`src/rtl/imem_loader.sv`:
```
`default_nettype none
// ============================================================================
// imem_loader : streams a length-prefixed, big-endian program into instruction
// memory while holding the CPU. Option macro: IMEM_LOADER_CHECKSUM_EN. Rev 1.0
// ============================================================================
module imem_loader #(
  parameter int ADDR_W = 5
) (
  input  logic              clk,
  input  logic              rstN,
  input  logic              start,
  input  logic [7:0]        byteIn,
  input  logic              byteValid,
  output logic              byteReady,
  output logic              wrEn,
  output logic [ADDR_W-1:0] wrAddr,
  output logic [31:0]       wrData,
  output logic              cpuHold,
  output logic              done,
  output logic              csumErr
);

  localparam logic [ADDR_W:0] DEPTH = {1'b1, {ADDR_W{1'b0}}};

`ifdef IMEM_LOADER_CHECKSUM_EN
  typedef enum logic [2:0] {IDLE, LEN, BYTES, WRITE, CSUM, DONE, ERR} state_t;
`else
  typedef enum logic [2:0] {IDLE, LEN, BYTES, WRITE, DONE} state_t;
`endif

  state_t          state_q, state_d;
  logic [ADDR_W:0] len_q, len_d;
  logic [ADDR_W:0] wcnt_q, wcnt_d;
  logic [1:0]      bcnt_q, bcnt_d;
  logic [31:0]     data_q, data_d;
  logic            begin_load;

`ifdef IMEM_LOADER_CHECKSUM_EN
  logic [7:0]      sum_q, sum_d;
  logic [7:0]      sum_add;
  assign sum_add = sum_q + byteIn;
`else
  assign csumErr = 1'b0;
`endif

  // wcnt_q is one bit wider than the address so a full-depth load can finish
  assign wrAddr = wcnt_q[ADDR_W-1:0];
  assign wrData = data_q;

  always_comb begin
    state_d    = state_q;
    len_d      = len_q;
    wcnt_d     = wcnt_q;
    bcnt_d     = bcnt_q;
    data_d     = data_q;
    byteReady  = 1'b0;
    wrEn       = 1'b0;
    cpuHold    = 1'b1;
    done       = 1'b0;
    begin_load = 1'b0;
`ifdef IMEM_LOADER_CHECKSUM_EN
    sum_d      = sum_q;
    csumErr    = 1'b0;
`endif
    case (state_q)
      IDLE: begin
        begin_load = start;
      end
      LEN: begin
        byteReady = 1'b1;
        if (byteValid) begin
          if (byteIn == 8'd0 || 32'(byteIn) > 32'(DEPTH)) begin
            len_d = DEPTH;
          end else begin
            len_d = (ADDR_W+1)'(byteIn);
          end
`ifdef IMEM_LOADER_CHECKSUM_EN
          sum_d = sum_add;
`endif
          state_d = BYTES;
        end
      end
      BYTES: begin
        byteReady = 1'b1;
        if (byteValid) begin
          data_d = {data_q[23:0], byteIn};
          bcnt_d = bcnt_q + 2'd1;
`ifdef IMEM_LOADER_CHECKSUM_EN
          sum_d  = sum_add;
`endif
          if (bcnt_q == 2'd3) begin
            state_d = WRITE;
          end
        end
      end
      WRITE: begin
        wrEn   = 1'b1;
        wcnt_d = wcnt_q + 1'b1;
        if ((wcnt_q + 1'b1) < len_q) begin
          state_d = BYTES;
        end else begin
`ifdef IMEM_LOADER_CHECKSUM_EN
          state_d = CSUM;
`else
          state_d = DONE;
`endif
        end
      end
`ifdef IMEM_LOADER_CHECKSUM_EN
      CSUM: begin
        byteReady = 1'b1;
        if (byteValid) begin
          state_d = (sum_add == 8'd0) ? DONE : ERR;
        end
      end
      ERR: begin
        csumErr    = 1'b1;
        begin_load = start;
      end
`endif
      DONE: begin
        cpuHold    = 1'b0;
        done       = 1'b1;
        begin_load = start;
      end
      default: begin
        state_d = IDLE;
      end
    endcase

    // Every load restarts at address 0 with fresh counters
    if (begin_load) begin
      state_d = LEN;
      wcnt_d  = '0;
      bcnt_d  = '0;
`ifdef IMEM_LOADER_CHECKSUM_EN
      sum_d   = '0;
`endif
    end
  end

  always_ff @(posedge clk or negedge rstN) begin
    if (!rstN) begin
      state_q <= IDLE;
      len_q   <= '0;
      wcnt_q  <= '0;
      bcnt_q  <= '0;
      data_q  <= '0;
`ifdef IMEM_LOADER_CHECKSUM_EN
      sum_q   <= '0;
`endif
    end else begin
      state_q <= state_d;
      len_q   <= len_d;
      wcnt_q  <= wcnt_d;
      bcnt_q  <= bcnt_d;
      data_q  <= data_d;
`ifdef IMEM_LOADER_CHECKSUM_EN
      sum_q   <= sum_d;
`endif
    end
  end

endmodule
`default_nettype wire

```
`config.mk`:
```
export PLATFORM = sky130hd
export DESIGN_NAME = imem_loader
export DESIGN_NICKNAME = d
export VERILOG_FILES = /design/src/rtl/imem_loader.sv
export SDC_FILE = /design/constraint.sdc
export NUM_CORES = 1
export LEC_CHECK = 0
export BUFFER_PORTS_ARGS = -buffer_cell sky130_fd_sc_hd__buf_2
export CAP_MARGIN = 30
export CORE_ASPECT_RATIO = 1.75
export CORE_UTILIZATION = 47
export DETAILED_ROUTE_END_ITERATION = 6
export GPL_ROUTABILITY_DRIVEN = 0
export PLACE_DENSITY = 0.74
export SLEW_MARGIN = 20
export SYNTH_ARGS = -nofsm -noshare
export SYNTH_HDL_FRONTEND = slang
export SYNTH_SLANG_ARGS = --single-unit
```
`constraint.sdc`:
```
create_clock -name clk -period 1.8 [get_ports clk]
set_input_delay 0.18 -clock clk [delete_from_list [all_inputs] [get_ports clk]]
set_output_delay 0.18 -clock clk [all_outputs]
set_load 0.01 [all_outputs]
```
==> results of run 1 <==
## registers in the layout (all words and copies together), names as in the netlist
| signal | cells |
|---|---|
| wrData | 32 |
| len_q | 6 |
| wcnt_q | 6 |
| state_q | 3 |
| bcnt_q | 2 |
## cell type report
cell class | count | area share (%)
Timing Repair Buffer | 66 | 14.6
Inverter | 8 | 1.11
Multi-Input combinational cell | 102 | 33.4
Clock inverter | 2 | 0.555
Sequential cell | 49 | 45.3
Clock buffer | 6 | 2.68
Tap cell | 51 | 2.36
## layout by cell type (no fill, tap or decap), types with 4 or more instances in the layout
master    instances
mux2_2           31
nor2_1            8
o21ai_0           6
dfrtp_1          49
a22o_1            7
a21oi_1           5
buf_2            52
xnor2_1           5
nand2_1           6
buf_4            10
ha_1              6
nand3_1           4
clkbuf_8          5
inv_1             7
## power groups by stage
| stage | registers, µW | logic (µW) | clock network [µW] |
|---|---|---|---|
| floorplan | 2060 | 1130 | 0 |
| global placement | 1920 | 1940 | 0 |
| detailed placement | 1950 | 1980 | 0 |
| CTS | 1930 | 1980 | 645 |
| global route | 2010 | 2210 | 681 |
| finish | 1930 | 2010 | 620 |
## worst max-delay path: cells and delay by family, from the launching register on
| family | cells | cell delay [ps] |
|---|---|---|
| flops | 1 | 420 |
| fa+ha+maj | 2 | 490 |
| xor+xnor | 1 | 140 |
| compound gates | 4 | 570 |
## cells by family after synthesis
kind of cell / after synthesis / synth area share (%)
adders and majority gates: 7 / 3.95
xor gates and xnor gates: 6 / 2.37
muxes: 33 / 16.7
and+or+nand+nor: 30 / 8.70
other: 1 / 0.169
DFF: 49 / 55.4
AOI/OAI and AO/OA: 25 / 7.57
buffers and inverters: 20 / 5.14
## routing by layer
layer | vias up | share of wire, % | track usage [%]
met5 | - | 0 | 0
met2 | 38 | 56 | 31.8
li1 | 721 | - | -
met3 | 5 | 3.4 | 3.45
met1 | 748 | 39 | 21.1
met4 | 0 | 1.4 | 7.24
## path summary, 6_finish.rpt
path                                              from                     end  slack, ps  depth (start not counted)
worst min-delay path                             start  state_q[2]$_DFFE_PN0P_         90                          2
worst min register to register  wrData[27]$_DFFE_PN0P_  wrData[27]$_DFFE_PN0P_        490                          1
min in group asynchronous                         rstN  wrData[24]$_DFFE_PN0P_        390                          2
worst max-delay path             wcnt_q[1]$_DFFE_PN0P_  state_q[2]$_DFFE_PN0P_         80                          7
worst max register to register   wcnt_q[1]$_DFFE_PN0P_  state_q[2]$_DFFE_PN0P_         80                          7
max in group asynchronous                         rstN   wcnt_q[1]$_DFFE_PN0P_        900                          3
## metrics by stage
step	setup TNS, ps	instances
6_report	0	284
5_1_grt	-13.0	284
4_1_cts	0	282
3_5_place_dp	0	273
3_3_place_gp	0	273
2_1_floorplan	0	171
## repair_timing
action | CTS | global route
setup buffers | 0 | 2
hold endpoints to repair | 20 | 0
gates resized for setup | 0 | 6
hold buffers | 1 | 0
setup endpoints to repair | 0 | 2
==> metrics.md, run 1 <==
| Metric | Value |
|---|---|
| 1st-pass router iterations | `4` |
| Clock Skews | `5.96 ps` |
| Fillcell total | `between 300 and 400` |
| Syn Inst Count | `171` |
| # port buffers | `between 50 and 60` |
| Worst-case hold slack | `~95 ps` |
| Crit path kind | `reg2reg` |
| Sequential fraction of the synthesis area | `between 50% and 60%` |
| Std-Cell Rows | `32` |
| P_int | `2970 µW` |
| Psw | `1590 µW` |
| H-tree depth | `2` |
| Combinational power share | `44.1%` |
| Final Hold Viols | `0` |
| Layout area overhead | `22.3%` |
| #FFs+latches synth | `49` |
| Setup WS post-layout | `83.2 ps` |
| Area of the multi-input gates | `903 µm²` |
| Startpoint type of the worst setup path | `register` |
| Total grt overflow | `0` |
| Crit-path max FO | `3` |
| Leakage | `0.00129 µW` |
| Root Driver | `clkbuf_8` |
| Post-place setup slack | `14.0 ps` |
| PnR Total Power | `4560 µW` |
| CP Capture Type | `register` |
| Die width | `53.9 µm` |
| Fmax | `about 0.58 GHz` |
| Critical-path cell list | `ha_4 > xor2_1 > ha_1 > a21o_1 > a31oi_1 > o211a_1 > o22ai_2` |
| Share of layout cells above drive strength 1 | `48.1%` |
| First-pass GRT wire length | `about 6800 µm` |
| Seq pwr share | `42.3%` |
| Overall Global Routing Usage | `18.3%` |
| Crit-path max cell delay | `between 400 and 500 ps` |
| CORE AREA | `4440 µm²` |
| Final Max Tran Viols | `0` |
| Num CTS Buffers | `5` |
| Worst-skew pair later-pin latency | `between 200 and 300 ps` |
| Area contributors post-synth | `dfrtp_1, mux2_2, ha_1` |
| Syn avg cell area | `13.0 µm²` |
| DR WL/cell | `14.1 µm` |
| Effective utilization at floorplan | `49.8%` |
| Top cell type's share of synthesized area | `55.4%` |
| Clk sinks | `49` |
| Die footprint | `5000 µm²` |
| Worst-case clock buffer depth | `2` |
| Clock power share | `13.6%` |
| Maxcap violations | `0` |
| CTS tree | `built` |
| Worst Hold Class | `in2reg` |
| Clock-pin transition on the worst setup and hold timing paths | `80 ps` |
| Post-route cell area | `2710 µm²` |
| Routed WL | `between 4000 and 5000 µm` |
| Mapped cell area | `2210 µm²` |
| Crit path arrival time | `between 1500 and 2000 ps` |
| Worst EP required | `1980 ps` |
| Ys flop type | `dfrtp_1` |
| Post-DR vias/cell | `5.32` |
| Ys async rst share | `100%` |
| HPWL after detailed placement | `2990 µm` |
| Initial antenna violation count | `0` |
| Yosys top cell by area | `dfrtp_1` |
| Vias in the first global route | `1545` |
| Nets@finish | `251` |
| Final setup viols | `0` |
| Io pins | `54` |
| Peak supply drop | `1210 µV` |
| Fin crit share | `95.4%` |
| DR DRC count | `0` |
| Final ANT Viol Nets | `0` |
| Finished Core Util | `60.9%` |
| Register area | `between 1000 and 1500 µm²` |
| Synth cell count leaders | `dfrtp_1, mux2_2, nor2_1` |
| Placed Area | `2560 µm²` |
| Diode count | `0` |
| Switching Share | `34.9%` |
| Vias | `1512` |
| Tmin final | `1720 ps` |
| Critical path's slowest cell | `dfrtp_1` |
| Status | `complete, no violations` |
| Synth Net Count | `190` |
| Unique masters post-synth | `35` |
| Post-synth EDFFs | `0` |
| First DRT Iteration DRCs | `17` |
| Top-count cell post-synth | `dfrtp_1` |
| Pwr Density | `about 1700 nW/µm²` |
| RSZ-0062 raised after global routing | `yes` |
| Yosys synthesis warning count | `0` |
| Largest net degree at the start of global routing | `35` |
| Die Y | `between 90 and 100 µm` |
No activity file was read; power rests on OpenSTA's default activity.
==> run 2, diff against run 1 <==
--- a/config.mk
+++ b/config.mk
@@ -9,6 +9,7 @@
 export CAP_MARGIN = 30
 export CORE_ASPECT_RATIO = 1.75
 export CORE_UTILIZATION = 47
+export CTS_BUF_LIST = sky130_fd_sc_hd__clkbuf_8 sky130_fd_sc_hd__clkbuf_16
 export DETAILED_ROUTE_END_ITERATION = 6
 export GPL_ROUTABILITY_DRIVEN = 0
 export PLACE_DENSITY = 0.74
==> run 2 against run 1 <==
Flip-flop and latch count unchanged; clock power shrank 0.8%; final cell count stayed put; global-route usage is the same; clock skew stayed put; core utilization stayed put; design area did not move; critical path depth unchanged; maximum frequency is the same; highest routed layer unchanged.
==> metrics.md, run 2 (synthesis gave the netlist of run 1 again) <==
| Metric | Value |
|---|---|
| Status | `complete, no violations` |
| Commonest cells after routing, fill and taps aside | `buf_2, dfrtp_1, mux2_2` |
| Met3 Routed Length | `138 µm` |
| Crit-path max cell delay | `approximately 420 ps` |
| FF-to-FF setup slack | `between 80 and 90 ps` |
| R2r startpoint | `wcnt_q[1]$_DFFE_PN0P_` |
| Overall Global Routing Usage | `approximately 18%` |
| First DRT Iteration DRCs | `17` |
| Final ANT Viol Nets | `0` |
| Critical-path cell list | `ha_4 > xor2_1 > ha_1 > a21o_1 > a31oi_1 > o211a_1 > o22ai_2` |
| Crit path launch | `wcnt_q[1]$_DFFE_PN0P_` |
| Metal2 WL | `around 2200 µm` |
| Worst Path Buf+Inv | `0` |
| Post-route cell area | `2710 µm²` |
| Diode count | `0` |
| Layout area overhead | `22.3%` |
| Top layer used by detailed routing | `met4` |
| Die width | `53.9 µm` |
| Final Max Tran Viols | `0` |
| H-tree depth | `2` |
| Setup WS post-layout | `83.2 ps` |
| Setup crit end | `state_q[2]$_DFFE_PN0P_` |
| Crit path arrival time | `1900 ps` |
| Share of layout cells above drive strength 1 | `48.1%` |
| Worst Hold Class | `in2reg` |
| Crit-path max FO | `3` |
| DRT met1 WL | `1570 µm` |
| HPWL after detailed placement | `2990 µm` |
| Total grt overflow | `0` |
| Delay-heaviest family, CP | `compound AO/OA/AOI/OAI gates` |
| Nets@finish | `251` |
| Post-DR vias/cell | `5.33` |
| Register area | `around 1200 µm²` |
| Io pins | `54` |
| Commonest non-fill, non-tap cell in the layout | `buf_2` |
| Startpoint type of the worst setup path | `register` |
| Reg-to-Reg End | `state_q[2]$_DFFE_PN0P_` |
| Fillcell total | `372` |
| First-pass GRT wire length | `around 6800 µm` |
| Routed WL | `4010 µm` |
| Largest net degree at the start of global routing | `35` |
| Post-place setup slack | `14.0 ps` |
| Peak supply drop | `1210 µV` |
| Die footprint | `between 5000 and 6000 µm²` |
| DR WL/cell | `14.1 µm` |
| Worst reg2reg path depth | `7` |
| RSZ-0062 raised after global routing | `yes` |
| Initial antenna violation count | `0` |
| Worst EP required | `roughly 2000 ps` |
| Number of cells on the worst hold path | `2` |
| Maxcap violations | `0` |
| Clock Skews | `5.96 ps` |
| CP Capture Type | `register` |
| Placed Area | `2560 µm²` |
| Critical path's slowest cell | `dfrtp_1` |
| Fmax | `0.582 GHz` |
| Worst-case clock buffer depth | `2` |
| Final Hold Viols | `0` |
| Worst-skew pair later-pin latency | `290 ps` |
| Fin crit share | `95.4%` |
| Effective utilization at floorplan | `49.8%` |
| # port buffers | `52` |
| Worst-case hold slack | `~95 ps` |
| Vias in the first global route | `1545` |
| Final setup viols | `0` |
| Tmin final | `1720 ps` |
| Leakage | `between 0.001 and 0.0015 µW` |
| Pwr Density | `1680 nW/µm²` |
| Root Driver | `clkbuf_8` |
| CORE AREA | `4440 µm²` |
| Area of the multi-input gates | `903 µm²` |
| CTS tree | `built` |
| Critical path depth in cells | `7` |
| Clock-pin transition on the worst setup and hold timing paths | `roughly 80 ps` |
| Num CTS Buffers | `5` |
| Crit path kind | `reg2reg` |
| Vias | `1513` |
| Std-Cell Rows | `32` |
| DR DRC count | `0` |
| 1st-pass router iterations | `4` |
| Clk sinks | `49` |
| Die Y | `92.8 µm` |
| Largest register FFs | `32` |
==> run 2: changes by cell type in the layout (fill, tap and decap cells not counted), sizes merged <==
cell	change
inv	+1
clkbuf	-1
==> run 2: how the worst min path moves through the flow <==
stage	slack [ps]	from	to
after detailed placement	170	rstN	wrData[31]$_DFFE_PN0P_
after floorplan	-120	rstN	bcnt_q[0]$_DFFE_PN0P_
after CTS	80	start	state_q[2]$_DFFE_PN0P_
final	90	start	state_q[2]$_DFFE_PN0P_
after global routing	90	start	state_q[2]$_DFFE_PN0P_
after global placement	170	rstN	wrData[31]$_DFFE_PN0P_
==> run 2: where the power goes <==
part	internal [µW]	switching, µW	total (µW)
sequential	1590	341	1930
combinational	1110	903	2010
clock	268	346	615
total	2960	1590	4550
==> run 2: per-layer routing <==
| layer | up-vias | global-route usage [%] |
|---|---|---|
| li1 | 721 | - |
| met1 | 749 | 21.1 |
| met2 | 38 | 31.8 |
| met3 | 5 | 3.45 |
| met4 | 0 | 7.24 |
| met5 | - | 0 |
==> run 2: layout make-up <==
cell class	count	area share [%]
sequential	49	45.3
clock inverter	3	0.693
multi-input combinational	102	33.4
inverter	8	1.11
clock buffer	5	2.54
timing repair buffer	66	14.6
tap	51	2.36
==> run 2: timing repair <==
action | 4_1_cts | 5_1_grt
endpoints found under the hold margin | 20 | 0
setup endpoints to repair | 0 | 2
hold buffers | 1 | 0
resized for setup | 0 | 6
setup buffers | 0 | 2
==> run 2: through the flow <==
step / setup TNS (ps) / total power, µW / cells / util [%]
after floorplan: 0 / 3190 / 171 / -
after global placement: 0 / 3860 / 273 / 57.7
after detailed placement: 0 / 3920 / 273 / 57.7
after CTS: 0 / 4550 / 282 / 59.9
after global routing: -13.0 / 4900 / 284 / 60.9
final: 0 / 4550 / 284 / 60.9
